<file path="config.mk">
export PLATFORM = sky130hd
export DESIGN_NAME = seq_booth_mult
export DESIGN_NICKNAME = d
export VERILOG_FILES = /design/src/rtl/seq_booth_mult.sv
export SDC_FILE = /design/constraint.sdc
export NUM_CORES = 1
export LEC_CHECK = 0
export CORE_ASPECT_RATIO = 1.5
export CORE_MARGIN = 2
export CORE_UTILIZATION = 40
export CTS_CLUSTER_DIAMETER = 120
export DETAILED_ROUTE_END_ITERATION = 8
export SYNTH_ARGS = -nofsm -noshare
export SYNTH_HDL_FRONTEND = slang
export SYNTH_SLANG_ARGS = --single-unit
</file>
<file path="constraint.sdc">
create_clock -name clk -period 4.8 [get_ports clk]
set_input_delay 1.2 -clock clk [delete_from_list [all_inputs] [get_ports clk]]
set_output_delay 1.2 -clock clk [all_outputs]
set_load 0.02 [all_outputs]
</file>
<file path="src/rtl/seq_booth_mult.sv">
`default_nettype none
// ============================================================================
// Module   : seq_booth_mult
// Purpose  : Sequential radix-4 Booth multiplier with signed/unsigned operands
//            and valid/ready handshakes on both sides.
// Revision : 1.0 - initial release
// ============================================================================
module seq_booth_mult #(
    parameter int WIDTH = 8
) (
    input  logic               clk,
    input  logic               rst,
    input  logic               in_valid,
    output logic               in_ready,
    input  logic [WIDTH-1:0]   ina,
    input  logic [WIDTH-1:0]   inb,
    input  logic               is_signed,
    output logic               out_valid,
    input  logic               out_ready,
    output logic [2*WIDTH-1:0] result_out
);

    localparam int ITER  = WIDTH / 2 + 1;
    localparam int EXT_W = WIDTH + 2;
    localparam int SHIFT = 2 * ITER;
    // Partial products enter at the top so the right shifts never drop set bits.
    localparam int ACC_W = EXT_W + 1 + SHIFT;
    localparam int CNT_W = $clog2(ITER + 1);
    localparam logic [CNT_W-1:0] ITER_CNT = CNT_W'(ITER);
    localparam logic [CNT_W-1:0] LAST_CNT = CNT_W'(1);

    typedef enum logic [1:0] {
        IDLE = 2'd0,
        BUSY = 2'd1,
        DONE = 2'd2
    } state_t;

    state_t                   state_q;
    logic [EXT_W-1:0]         mcand_q;
    logic [EXT_W-1:0]         mult_q;
    logic                     mult_prev_q;
    logic signed [ACC_W-1:0]  acc_q;
    logic [CNT_W-1:0]         cnt_q;
    logic [2*WIDTH-1:0]       result_q;

    logic [EXT_W-1:0]         mcand_ext_d;
    logic [EXT_W-1:0]         mult_ext_d;
    logic [2:0]               triplet;
    logic signed [ACC_W-1:0]  mcand_wide;
    logic signed [ACC_W-1:0]  pp;
    logic signed [ACC_W-1:0]  sum;
    logic signed [ACC_W-1:0]  acc_d;

    always_comb begin
        mcand_ext_d = {{2{is_signed & ina[WIDTH-1]}}, ina};
        mult_ext_d  = {{2{is_signed & inb[WIDTH-1]}}, inb};
        triplet     = {mult_q[1:0], mult_prev_q};
        mcand_wide  = {{(ACC_W-EXT_W){mcand_q[EXT_W-1]}}, mcand_q};
        case (triplet)
            3'b001, 3'b010: pp = mcand_wide;
            3'b011:         pp = mcand_wide <<< 1;
            3'b100:         pp = -(mcand_wide <<< 1);
            3'b101, 3'b110: pp = -mcand_wide;
            default:        pp = '0;
        endcase
        sum   = acc_q + (pp <<< SHIFT);
        acc_d = sum >>> 2;
    end

    always_ff @(posedge clk or posedge rst) begin
        if (rst) begin
            state_q     <= IDLE;
            mcand_q     <= '0;
            mult_q      <= '0;
            mult_prev_q <= 1'b0;
            acc_q       <= '0;
            cnt_q       <= '0;
            result_q    <= '0;
        end else begin
            case (state_q)
                IDLE: begin
                    if (in_valid) begin
                        mcand_q     <= mcand_ext_d;
                        mult_q      <= mult_ext_d;
                        mult_prev_q <= 1'b0;
                        acc_q       <= '0;
                        cnt_q       <= ITER_CNT;
                        state_q     <= BUSY;
                    end
                end
                BUSY: begin
                    acc_q       <= acc_d;
                    mult_q      <= {2'b00, mult_q[EXT_W-1:2]};
                    mult_prev_q <= mult_q[1];
                    cnt_q       <= cnt_q - LAST_CNT;
                    if (cnt_q == LAST_CNT) begin
                        result_q <= acc_d[2*WIDTH-1:0];
                        state_q  <= DONE;
                    end
                end
                DONE: begin
                    if (out_ready) begin
                        state_q <= IDLE;
                    end
                end
                default: begin
                    state_q <= IDLE;
                end
            endcase
        end
    end

    assign in_ready   = (state_q == IDLE);
    assign out_valid  = (state_q == DONE);
    assign result_out = result_q;

endmodule
`default_nettype wire
</file>
**Yosys cells after proc, flatten, opt, wreduce, memory -nomap -nowiden**

Cells that the tools add are included.

- Word-level logic and storage cells: 46
- Output and inout port bits: 18
- Input port bits: 21
- Flip-flop bits (word level): 62

- Bitwise logic cells: 2
- Add/subtract/negate cells: 4
- Reductions and logical operators: 8
- Mux-type cells: 13
- Eq/ne operators: 12

Operators by type and width:

| kind | number |
|---|---|
| 11-bit one-hot mux with 4 select lines | 1 |
| 21-bit one-hot mux with 2 select lines | 1 |
| 21-bit adder | 1 |
| 21-bit two-way mux | 1 |
| 10-bit one-hot mux with 2 select lines | 1 |
| 10-bit negator with 11-bit output | 1 |
| 9-bit negator with 11-bit output | 1 |
| 10-bit two-way mux | 1 |
| 3-bit equality test, second input constant | 3 |
| 3-bit by 1-bit equality test with 1-bit output, second input constant | 2 |
| 3-bit by 2-bit equality test with 1-bit output, second input constant | 2 |
| 2-bit two-way mux | 3 |
| 2-bit one-hot mux with 3 select lines | 1 |
| 3-bit one-hot mux with 2 select lines | 1 |
| 2-bit AND reduction | 3 |
| 2-bit != test, second input constant | 2 |
| 2-bit OR reduction | 2 |
| 3-bit two-way mux | 1 |
| 3-bit AND reduction | 1 |
| 3-bit by 1-bit subtractor with 3-bit output, second input constant | 1 |
| 1-bit AND | 2 |
| 2-bit by 1-bit equality test with 1-bit output, second input constant | 1 |
| 2-bit equality test, second input constant | 1 |
| 2-bit zero test | 1 |
| 4 further kinds | 4 |

**Depth between registers and ports, before layout**

- Depth in word-level cells: 5
- Depth in mapped cells: 15
- Gate-level depth less buffers: 15

**Worst setup path after synthesis**

Ideal clock, no wire load.

- Path type: reg2reg
- Start: register mcand_q[1]
- End: register acc_q[19]
- Data required time: 4,727 ps
- Library setup time: 73 ps
- Arrival time: 3,412 ps
- Cell stages (with the launch flop): 14
- Period minus slack after synthesis: 3,485 ps
- Path slack: 1,315 ps
- Path buffers: 0
- Cell sequence: dfrtp_1 or4_4 or4_4 xor2_1 nor2_1 a21oi_1 mux4_2 ha_1 o21a_1 o21ai_0 a21o_1 or3b_1 a21oi_2 a2bb2oi_2

- Longest elaborated chain between the ends: 4

RTL lines:

| what | line | RTL |
|---|---|---|
| start: declaration | 39 | `logic [EXT_W-1:0] mcand_q;` |
| start signal: assignment | 83 | `mcand_q <= mcand_ext_d;` |
| 10-bit negator with 11-bit output / 9-bit negator with 11-bit output (equally long branches) | 62, 63 |  |
| 11-bit one-hot mux with 4 select lines (*) | 59 | `case (triplet)` |
| 21-bit adder (*) | 66 | `sum = acc_q + (pp <<< SHIFT);` |
| 21-bit one-hot mux with 2 select lines (*) | 80 | `case (state_q)` |
| end signal: assignment | 76 | `acc_q <= '0;` |
| end signal: assignment | 86 | `acc_q <= '0;` |
| end signal: assignment | 92 | `acc_q <= acc_d;` |
| end: declaration | 42 | `logic signed [ACC_W-1:0] acc_q;` |

Mark *: on every way between the ends. The rest lies on a longest branch, timed or not.
A chain may end at the register's enable or synchronous reset.

**Final worst setup path**

- Start: register mcand_q[2]
- End: register acc_q[19]

The elaborated chain is that of the path after synthesis.

==> summary.txt <==
Final layout
  • Share of cells above drive strength 1: about a tenth
  • Final net count: 444
  • Multi-input logic area: 1790 µm²
  • Register area: 1430 µm²
  • Layout Cells excl Fill: around 520
  • Ant. Diodes: 0
  • Area growth from synthesis to layout: 22.0%
  • Most frequent cells in the layout: 75 x nand2_1, 57 x dfrtp_1, 38 x clkdlybuf4s50_1
  • Commonest non-fill, non-tap cell in the layout: nand2_1
  • Fillers: 772

Logic synthesis
  • Seq cells post-synth: 57
  • Post-Synthesis Cells: 379
  • Post-synthesis instance area: 3360 µm²
  • Seq/Total Area, Yosys: between 40 and 50%
  • Synthesis warning total: 0
  • FFs w/ async S/R, synth: 100%
  • Ys flop type: dfrtp_1
  • Cell variety after synth: 51
  • Post-synthesis average cell area: 8.86 µm²
  • Post-synth EDFFs: 0
  • Syn nets: 415

Setup path
  • CP arrival: 4.04 ns
  • Highest net fanout along the worst path: 11
  • CP most frequent cell: or4_4
  • Required @ worst endpoint: 5.06 ns
  • Crit-path max cell delay: 0.59 ns
  • Max stage delay cell, worst path: or4_4
  • CP Cell Sequence: or4_4 -> or4_4 -> xor2_1 -> nor2_1 -> a21oi_1 -> mux4_2 -> ha_1 -> o21a_1 -> o21ai_0 -> a21o_1 -> or3b_1 -> a21oi_2 -> a2bb2oi_2
  • CP endpoint kind: flip-flop
  • Crit Path Class: flip-flop to flip-flop
  • CP Launch Type: flip-flop

Clock network
  • Root buffer selected by CTS: clkbuf_16
  • Worst-path clk slew: 0.05 ns
  • TritonCTS clock tree: done
  • Post-cts hold buffer count: 0
  • Post-CTS Resized: 0
  • Clock H-tree levels: 3
  • Clk sinks: 57
  • Num CTS Buffers: 9
  • Post-CTS Setup Inserts: 0
  • Maximum root-to-sink buffer count: 2
  • Clk_lat worst skew: 0.33 ns

Global route
  • GRT Resource Usage Total: a little under a fifth
  • Largest net degree at the start of global routing: 41
  • Vias in the first global route: about 2800
  • First-pass GRT wire length: 13300 µm
  • Initial antenna violation count: 0
  • Global route overflow: 0

Timing
  • Slew margin rel.: about a third
  • Setup TNS: 0 ns
  • Fin crit period: 3.78 ns
  • Clk_skew: 0.00413 ns
  • Max Slew Vio Count: 0
  • Fmax achieved: 265 MHz
  • Final Cycle Share: approximately four fifths
  • RSZ-0062 raised after global routing: false
  • Worst slew pin tran: 0.972 ns
  • Fin. Hold Viols: 0
  • Setup violations, final: 0
  • Hold WS: 0.480 ns

Floorplan
  • Starting Density: 41.7%
  • Number of cell rows: 40
  • I/O Pins: 39
  • Die extent in y: 116 µm
  • Die ar.: 9160 µm²
  • Die width: 78.8 µm
  • Core area: 8060 µm²

Route
  • Via density: between 5 and 6
  • DRC errors left: 0
  • WL per Instance: 15.2 µm
  • ANT nets after route: 0
  • Routed Wire Length: 7880 µm
  • DR iter-0 viols: 213
  • Via Count: 2800
  • First-pass iteration count of the detailed router: 4

Outcome
  • Status: finished, final reports clean

Flow run
  • Max cap viols: 0

Place
  • Port bufs: 38
  • Post-DP HPWL: 5670 µm
  • RePlAce Congestion: between 0.8 and 0.9
  • Placed cells: 502

Min path
  • Min-delay worst type: flip-flop to flip-flop
==> stage by stage <==
stage / util (%) / setup slack (ns) / area, µm²
after global routing: 50.9 / 0.815 / 4100
after detailed placement: 47.2 / 1.05 / 3800
after CTS: 50.9 / 1.03 / 4100
after global placement: 47.2 / 1.11 / 3800
after floorplan: - / 1.32 / 3360
final: 50.9 / 1.02 / 4100
==> cell type report <==
class | instances | area share [%]
Timing Repair Buffer | 42 | 10.0
Multi-Input combinational cell | 287 | 43.7
Tap cell | 105 | 3.21
Clock buffer | 11 | 5.92
Clock inverter | 5 | 1.34
Inverter | 11 | 1.01
Sequential cell | 57 | 34.8
==> registers in the layout (all words and copies together) (netlist names) <==
name,flops
cnt_q,3
acc_q,17
result_out,16
mcand_q,9
state_q,2
mult_q,9
mult_prev_q,1
==> final timing paths <==
check / start / end / slack (ns) / cells after the start
worst min register to register: result_out[14] / result_out[14] / 0.48 / 2
worst min-delay path: result_out[14] / result_out[14] / 0.48 / 2
worst max register to register: mcand_q[2] / acc_q[19] / 1.02 / 13
min in group asynchronous: rst / mult_q[7] / 1.37 / 2
max in group asynchronous: rst / acc_q[8] / 2.66 / 3
worst max-delay path: mcand_q[2] / acc_q[19] / 1.02 / 13
==> critical path: cells and delay by family, from the launching register on <==
family	cells	cell delay, ns
muxes	1	0.51
DFF	1	0.48
xor gates and xnor gates	1	0.15
and+or+nand+nor	4	1.50
AOI/OAI and AO/OA	6	0.75
adders and majority gates	1	0.33
==> Yosys cell counts, types with 2 or more instances <==
| cell | count | area (µm²) |
|---|---|---|
| a22oi_1 | 3 | 22.5 |
| nor2b_1 | 6 | 37.5 |
| mux2_2 | 12 | 135 |
| nor4_1 | 3 | 18.8 |
| dfrtp_1 | 57 | 1430 |
| and2_1 | 4 | 25.0 |
| o21ai_0 | 37 | 185 |
| o21bai_1 | 3 | 22.5 |
| a31oi_1 | 10 | 62.6 |
| a311oi_1 | 2 | 17.5 |
| o21a_1 | 4 | 30.0 |
| nand2b_1 | 6 | 37.5 |
| nand2_1 | 75 | 282 |
| or4_4 | 3 | 33.8 |
| and3_1 | 2 | 12.5 |
| xnor2_1 | 7 | 61.3 |
| o31ai_1 | 7 | 52.6 |
| nor3_1 | 6 | 30.0 |
| nand3_1 | 20 | 100 |
| buf_1 | 6 | 22.5 |
| a21oi_1 | 11 | 55.1 |
| nor2_1 | 19 | 71.3 |
| clkbuf_1 | 15 | 56.3 |
| buf_2 | 2 | 10.0 |
| a21o_1 | 2 | 15.0 |
| mux4_2 | 2 | 45.0 |
| nor3b_1 | 2 | 15.0 |
| inv_1 | 11 | 41.3 |
| ha_1 | 14 | 175 |
| a221oi_1 | 2 | 17.5 |
| xor2_1 | 6 | 52.6 |
==> cells by family after synthesis <==
| kind of cell | after synthesis | share of synthesized area (%) |
|---|---|---|
| compound gates | 91 | 17.2 |
| fa+ha+maj | 15 | 5.81 |
| buf+inv | 35 | 4.21 |
| mux | 14 | 5.37 |
| xor+xnor | 13 | 3.39 |
| simple gates | 154 | 21.6 |
| flops | 57 | 42.5 |
==> metal layers <==
layer  global-route usage, %  part of all wire (%)  vias to the layer above
met3                    4.33                   3.1                       11
met5                       0                     0                        -
met2                    31.7                    51                       49
li1                        -                     -                     1392
met4                    8.16                   2.0                        0
met1                    23.0                    44                     1348
Power is not shown: default switching activity piles up to over one toggle a cycle in this logic, so the estimate is an artifact.
